===== src/rtl/stage_pkg.sv =====
// rtl/stage_pkg.sv - shared types and stage index constants for the stage sequencer
package stage_pkg;

  typedef enum logic [1:0] {
    INIT,
    RUN,
    HALT
  } seq_state_t;

  localparam int STAGE_IF = 0;
  localparam int IF_ID    = 1;
  localparam int ID       = 2;
  localparam int ID_EX    = 3;
  localparam int EX_MEM   = 4;
  localparam int MEM      = 5;
  localparam int MEM_WB   = 6;
  localparam int WB       = 7;
  localparam int WB_IF    = 8;

  localparam int DEFAULT_N_STAGES = 9;

endpackage


===== src/rtl/stage_next_sel.sv =====
// rtl/stage_next_sel.sv - picks the next unskipped stage after cur, flagging wrap to stage 0
module stage_next_sel #(
  parameter int N_STAGES = 9
) (
  input  logic [$clog2(N_STAGES)-1:0] cur,
  input  logic [N_STAGES-1:0]         skip_mask,
  output logic [$clog2(N_STAGES)-1:0] next,
  output logic                        wrap
);

  localparam int SW = $clog2(N_STAGES);

  // Stage 0 is never skippable, so its mask bit is deliberately left unread.
  logic unused_skip0;
  assign unused_skip0 = skip_mask[0];

  // Descending scan: the lowest qualifying index is the last one written.
  always_comb begin
    next = '0;
    wrap = 1'b1;
    for (int j = N_STAGES - 1; j >= 1; j--) begin
      if ((SW'(j) > cur) && !skip_mask[j]) begin
        next = SW'(j);
        wrap = 1'b0;
      end
    end
  end

endmodule


===== src/rtl/stage_sequencer.sv =====
// rtl/stage_sequencer.sv - multi-cycle stage ring with skip, stall, halt/resume and retire count
module stage_sequencer
  import stage_pkg::*;
#(
  parameter int N_STAGES = DEFAULT_N_STAGES,
  parameter int CNT_W    = 32
) (
  input  logic                        clk,
  input  logic                        reset,
  input  logic                        stall,
  input  logic [N_STAGES-1:0]         skip_mask,
  input  logic                        halt_req,
  input  logic                        resume,
  output logic [N_STAGES-1:0]         stage_en,
  output logic [$clog2(N_STAGES)-1:0] stage,
  output logic                        stage_reset_n,
  output logic                        instr_done,
  output logic                        halted,
  output logic [CNT_W-1:0]            instr_count
);

  localparam int SW = $clog2(N_STAGES);

  seq_state_t    state, state_next;
  logic [SW-1:0] stage_next;
  logic [SW-1:0] sel_next;
  logic          sel_wrap;
  logic          count_inc;

  stage_next_sel #(
    .N_STAGES(N_STAGES)
  ) u_next_sel (
    .cur       (stage),
    .skip_mask (skip_mask),
    .next      (sel_next),
    .wrap      (sel_wrap)
  );

  always_comb begin
    state_next    = state;
    stage_next    = stage;
    stage_en      = '0;
    stage_reset_n = 1'b1;
    instr_done    = 1'b0;
    halted        = 1'b0;
    count_inc     = 1'b0;
    case (state)
      INIT: begin
        stage_reset_n = 1'b0;
        state_next    = RUN;
        stage_next    = '0;
      end
      RUN: begin
        stage_en = {{(N_STAGES-1){1'b0}}, ~stall} << stage;
        if (!stall) begin
          stage_next = sel_next;
          // The halt decision is only taken at the instruction boundary.
          if (sel_wrap) begin
            instr_done = 1'b1;
            count_inc  = 1'b1;
            stage_next = '0;
            if (halt_req) state_next = HALT;
          end
        end
      end
      HALT: begin
        halted     = 1'b1;
        stage_next = '0;
        if (resume) state_next = RUN;
      end
      default: begin
        state_next = INIT;
        stage_next = '0;
      end
    endcase
  end

  always_ff @(posedge clk or posedge reset) begin
    if (reset) begin
      state       <= INIT;
      stage       <= '0;
      instr_count <= '0;
    end else begin
      state <= state_next;
      stage <= stage_next;
      if (count_inc) instr_count <= instr_count + CNT_W'(1);
    end
  end

endmodule


===== config.mk =====
export PLATFORM = sky130hd
export DESIGN_NAME = stage_sequencer
export DESIGN_NICKNAME = d
export VERILOG_FILES = /design/src/rtl/stage_pkg.sv /design/src/rtl/stage_next_sel.sv /design/src/rtl/stage_sequencer.sv
export SDC_FILE = /design/constraint.sdc
export NUM_CORES = 1
export LEC_CHECK = 0
export CORE_UTILIZATION = 31
export DETAILED_ROUTE_END_ITERATION = 6
export GPL_TIMING_DRIVEN = 0
export PLACE_DENSITY = 0.6
export SLEW_MARGIN = 10
export SYNTH_ARGS = -nofsm -noshare
export SYNTH_HDL_FRONTEND = slang
export SYNTH_SLANG_ARGS = --single-unit

===== constraint.sdc =====
create_clock -name clk -period 1.6 [get_ports clk]
set_input_delay 0.32 -clock clk [delete_from_list [all_inputs] [get_ports clk]]
set_output_delay 0.32 -clock clk [all_outputs]
set_load 0.005 [all_outputs]

# Word-level counts from Yosys, hierarchy flattened
# Index checks and enable logic that the tools add are counted.
[totals]
reg_bits = 38
word_cells = 68
inputBits = 14
[classes]
eq_ne = 6
n_reduce_logical = 18
n_lt_le_gt_ge = 8
n_shift = 1
bitwise_logic = 1
mux = 30
addsub = 1
[op_table]
columns = ["op", "n"]
rows = [
  ["2-to-1 mux 4 bit", 11],
  ["adder 32 x 1 -> 32 bit, second input constant", 1],
  ["greater-than comparator 3 x 4 -> 1 bit, first input constant", 4],
  ["2-to-1 mux 1 bit", 13],
  ["2-to-1 mux 9 bit", 1],
  ["<< shifter 1 x 4 -> 9 bit", 1],
  ["greater-than comparator 2 x 4 -> 1 bit, first input constant", 2],
  ["logical AND 1 bit", 8],
  ["zero test 1 bit", 8],
  ["2-to-1 mux 2 bit", 4],
  ["inequality test 2 bit, second input constant", 4],
  ["one-hot mux 2 bit (3 select lines)", 1],
  ["greater-than comparator 1 x 4 -> 1 bit, first input constant", 1],
  ["greater-than comparator 4 bit, first input constant", 1],
  ["AND reduction 4 bit", 1],
  ["== test 2 x 1 -> 1 bit, second input constant", 1],
  ["== test 2 bit, second input constant", 1],
  ["zero test 2 bit", 1],
  ["inverter 1 bit", 1],
]

# Logic depth before layout (Yosys ltp)
[depth]
word_depth = 13
depth_mapped = 7
ltp_nobuf = 5

# Modules after synthesis
# From an unflattened synthesis, not the netlist that was laid out.
[unflattened]
cells_unflattened = 213
area_unflattened_um2 = 2060.7
[modules_own_cells]
columns = ["mod", "n_inst", "cells_per_inst", "area_each_um2", "seq_area_each_um2"]
rows = [
  ["stage_sequencer", 1, 181, 1841.8, 950.9],
  ["stage_next_sel", 1, 32, 219.0, 0.0],
]

# Worst setup path after synthesis
# Ideal clock, no wire load.
[synth_path]
path_type = "reg-to-reg"
start = "reg stage[0]"
end = "reg instr_count[1]"
arrival_time_ps = 1717
synth_period_minus_slack_ps = 1842
stages_incl_launch_ff = 7
n_path_buf = 2
t_required_ps = 1475
slack_ps = -242
path_cell_list = "dfrtp_1 > buf_2 > o21ai_1 > a22oi_4 > o2111ai_4 > buf_6 > mux2_2"
[synth_between]
elab_chain_cells = 13
elab_cells_between_ends = 27
classes_between = "order compare: 8; mux: 11; reduce/logical: 8"
[synth_lines]
columns = ["element", "line", "rtl"]
rows = [
  ["start: declaration", "stage_sequencer.sv:15", "output logic [$clog2(N_STAGES)-1:0] stage,"],
  ["start signal: assignment", "stage_sequencer.sv:85", "stage <= stage_next;"],
  ["greater-than comparator 4 bit", "stage_next_sel.sv:22", "if ((SW'(j) > cur) && !skip_mask[j]) begin"],
  ["logical AND 1 bit", "stage_next_sel.sv:22", ""],
  ["2-to-1 mux 1 bit (7 in a row)", "stage_next_sel.sv:22", ""],
  ["2-to-1 mux 1 bit (*)", "stage_next_sel.sv:22", ""],
  ["2-to-1 mux 1 bit (*)", "stage_sequencer.sv:58", "if (sel_wrap) begin"],
  ["2-to-1 mux 1 bit (*)", "stage_sequencer.sv:55", "if (!stall) begin"],
  ["2-to-1 mux 1 bit (*)", "stage_sequencer.sv:47", "case (state)"],
  ["end signal: assignment", "stage_sequencer.sv:86", "if (count_inc) instr_count <= instr_count + CNT_W'(1);"],
  ["end: declaration", "stage_sequencer.sv:19", "output logic [CNT_W-1:0] instr_count"],
]
# Every way passes the cells marked *; elsewhere a longest branch is shown, timed or not.
# A chain may end at the register's enable or synchronous reset.

# Worst setup path after layout
[layout_path]
start = "reg stage[2]"
end = "out instr_done"
[layout_between]
elab_chain_cells = 13
elab_cells_between_ends = 27
classes_between = "order compare: 8; mux: 11; reduce/logical: 8"
[layout_lines]
columns = ["element", "line", "rtl"]
rows = [
  ["greater-than comparator 4 bit", "stage_next_sel.sv:22", ""],
  ["logical AND 1 bit", "stage_next_sel.sv:22", ""],
  ["2-to-1 mux 1 bit (7 in a row)", "stage_next_sel.sv:22", ""],
  ["2-to-1 mux 1 bit (*)", "stage_next_sel.sv:22", ""],
  ["2-to-1 mux 1 bit (*)", "stage_sequencer.sv:58", ""],
  ["2-to-1 mux 1 bit (*)", "stage_sequencer.sv:55", ""],
  ["2-to-1 mux 1 bit (*)", "stage_sequencer.sv:47", ""],
  ["end: declaration", "stage_sequencer.sv:17", "output logic instr_done,"],
]
# Marked as above.

==> key figures <==
Routing
  – Initial drt markers: 51
  – DR WL/cell: 15.62 um
  – Number of remaining DRC errors: 0
  – Vias: roughly 2200
  – DR pass1 iterations: 4
  – Via-to-Cell Ratio: around 4.9
  – ANT nets after route: 0
  – Routed wire length: roughly 6.9 mm

Floorplan
  – Die W: 85.97 um
  – IO Count: between 60 and 70
  – Placeable Area: slightly below 7000 sq um
  – Die H: about 86 um
  – Site Rows: 30
  – Initial Utilization: between 30% and 40%
  – Die area: between 7000 and 8000 sq um

Timing
  – Skew final: between 0.003 and 0.004 ns
  – Worst setup margin: -0.4173 ns
  – RSZ-0062 raised after global routing: yes
  – Count of final setup violators: 47
  – Relative slew slack: 41.71%
  – Max-slew violation count: 0
  – Final Hold Vio Count: 0
  – Post-route clock period utilization: 126.1%
  – Worst Tran Pin Value: just under 0.9 ns
  – Min cycle time layout: between 2 and 2.5 ns
  – Fmax: roughly 500 MHz

Power and ir drop
  – Cell-internal power: approximately 0.0027 W
  – Comb pwr share: 51.7%
  – Clock power share: about 20%
  – Pleak: slightly above 2 nW
  – Sequential share of power: roughly 28%
  – Sw frac: 35.30%
  – Worst vdd ir: ~500 uV
  – Sw Pwr: between 0.001 and 0.0015 W
  – PD cells: a little over 1000 nW/um^2

Clock network
  – Cts hold-fix bufs: 0
  – Clock latency on the worst-skew pair: just under 0.3 ns
  – CTS Buf Count: 5
  – Clk buf depth: 2
  – Htree depth: 2
  – CTS clock-pin slew for the worst setup and hold paths: ~0.080 ns
  – CTS Root Cell: clkbuf_8
  – Clk sinks: 38
  – TritonCTS clock tree: built

Worst setup path
  – Worst Path Max Fanout: 6
  – Reg2Reg Depth: 9
  – Reg2reg start: stage[2]
  – Worst reg2reg setup slack: -0.38 ns
  – Startpoint types: flip-flop
  – CP required: 1.28 ns
  – R2r endpoint: instr_count[29]
  – Critical path class: reg2out
  – CP arrival: approximately 1.7 ns
  – CP endpoint kind: output port

Placement
  – Placed standard-cell area: around 3000 sq um
  – Count of input and output buffers: 59
  – Placed cells: between 300 and 400
  – Dpl ws: -1.117 ns
  – Post-DP HPWL: 3.851 mm
  – Final GP Congestion: roughly 0.75

Synth
  – Share of the synthesized area in the top cell type: 43.50%
  – Average cell area after synthesis: approximately 9.8 sq um
  – EDFF count, synth: 0
  – YS warnings: 0
  – Synth area leader: dfrtp_1
  – Largest cells by area after synthesis: dfrtp_1 (44%), xor2_1 (10%), nor3_1 (3.7%)
  – Synthesized flop and latch total: 38
  – Yosys cell types: 47
  – Most used flip-flop cell after synthesis: dfrtp_1
  – Synth Cell Area: 2186 sq um
  – Sequential area share after synthesis: a little over two fifths
  – Syn nets: about 240
  – Cells after synthesis: ~220
  – Asr flop ratio synth: 100.0%

Finish
  – Area Overhead vs Synth: 86.38%
  – Seq. cell area: around 970 sq um
  – # fillers: 566
  – Share of cells above drive strength 1: between 40% and 50%
  – Layout Utilization: between 50% and 60%
  – Commonest non-fill, non-tap cell in the layout: buf_4
  – Most frequent cells in the layout: buf_4 (43), clkdlybuf4s50_1 (34), xor2_1 (25)
  – Ant diodes: 0
  – Post-route cell area: 4074 sq um
  – Area occupied by multi-input gates: 1613 sq um
  – Finished Layout Cells: about 450
  – Final nets: roughly 360

GRT
  – Largest net degree at the start of global routing: 37
  – First-pass GRT wire length: 10.74 mm
  – Initial antenna violation count: 0
  – GR Overflow Total: 0
  – Tot GR Track Use: a little under a fifth
  – Vias in the first global route: 2127

Job
  – Number of max-cap violations: 0

Outcome
  – Failing checks: setup timing
  – Outcome: complete, but fails checks

Min path
  – Min-delay worst type: in2async
[stage by stage]
step	setup TNS (ns)	total power, W	hold WS (ns)
floorplan	-0.8797	0.001927	0.4647
global placement	-43.08	0.002373	0.4630
detailed placement	-24.26	0.002388	0.4683
CTS	-9.996	0.003837	0.2087
global route	-15.57	0.004333	0.2074
finish	-12.04	0.004123	0.2037
[synth_stat cells (all sizes together) (3+ instances only)]
cell type and n:
and3 3, xnor2 6, nor3 20, nor4 10, o21ai 6, nand3 13, nor2 21, dfrtp 38
xor2 25, nand4 6, inv 11, nand2 16, clkbuf 5, nand2b 4, a21oi 7, buf 4
[cells by family (layout without fill, tap and decap cells)]
group,after synthesis,after routing,synth area share [%]
adders and majority gates,1,1,0.5723
and+or+nand+nor,104,104,27.65
DFF,38,38,43.50
xor gates and xnor gates,31,31,12.42
muxes,2,2,0.9731
AOI/OAI and AO/OA,26,26,10.48
buffers and inverters,20,147,4.407
[worst max-delay path: stages (launching register included)]
cell and delay (ns):
dfrtp_1 0.41, buf_6 0.15, buf_4 0.13, o21ai_2 0.08
a22oi_4 0.09, o2111ai_4 0.26, buf_8 0.15, inv_2 0.03
buf_6 0.10
[worst max path at each step]
stage            startpoint  cells past startpoint         endpoint  slack [ns]
2_1_floorplan      stage[0]                      6   instr_count[1]       -0.16
3_3_place_gp   skip_mask[7]                      7       instr_done       -1.12
3_5_place_dp   skip_mask[7]                      7       instr_done       -1.12
4_1_cts            stage[0]                      7       instr_done       -0.42
5_1_grt            stage[2]                      9  instr_count[29]       -0.47
6_report           stage[2]                      8       instr_done       -0.42
[per-layer routing]
| layer | GRT usage [%] | up-vias | wire, um |
|---|---|---|---|
| met5 | 0 | - | 0 |
| met4 | 5.000 | 0 | 89 |
| met3 | 3.754 | 9 | 314 |
| met2 | 31.89 | 57 | 3543 |
| met1 | 23.49 | 1101 | 3001 |
| li1 | - | 1027 | - |
[sequential cells by signal, summed over array words and instances (netlist names)]
signal	cells
stage	4
state	2
instr_count	32
[cell type report]
cell class / count / area share (%)
flip-flops and latches: 38 / 23.77
multi-input cells: 164 / 39.59
plain buffers: 8 / 2.181
clock buffers: 7 / 1.873
inverters: 11 / 1.014
clock inverters: 1 / 0.7371
well taps: 96 / 2.948
repair buffers: 120 / 27.89
[power by group through the flow]
stage | clock network [W] | registers, W | logic, W
CTS | 0.000825 | 0.00117 | 0.00184
finish | 0.000814 | 0.00118 | 0.00213
global placement | 0 | 0.00122 | 0.00115
floorplan | 0 | 0.00120 | 0.000724
detailed placement | 0 | 0.00122 | 0.00116
global route | 0.000865 | 0.00119 | 0.00228
[timing repair]
action                                  4_1_cts  5_1_grt
gates cloned                                  1        1
pin swaps                                    25       40
buffers inserted                             42       18
gates resized for setup                     116       57
endpoints found under the setup margin       57       61
(Power assumes the default switching activity.)
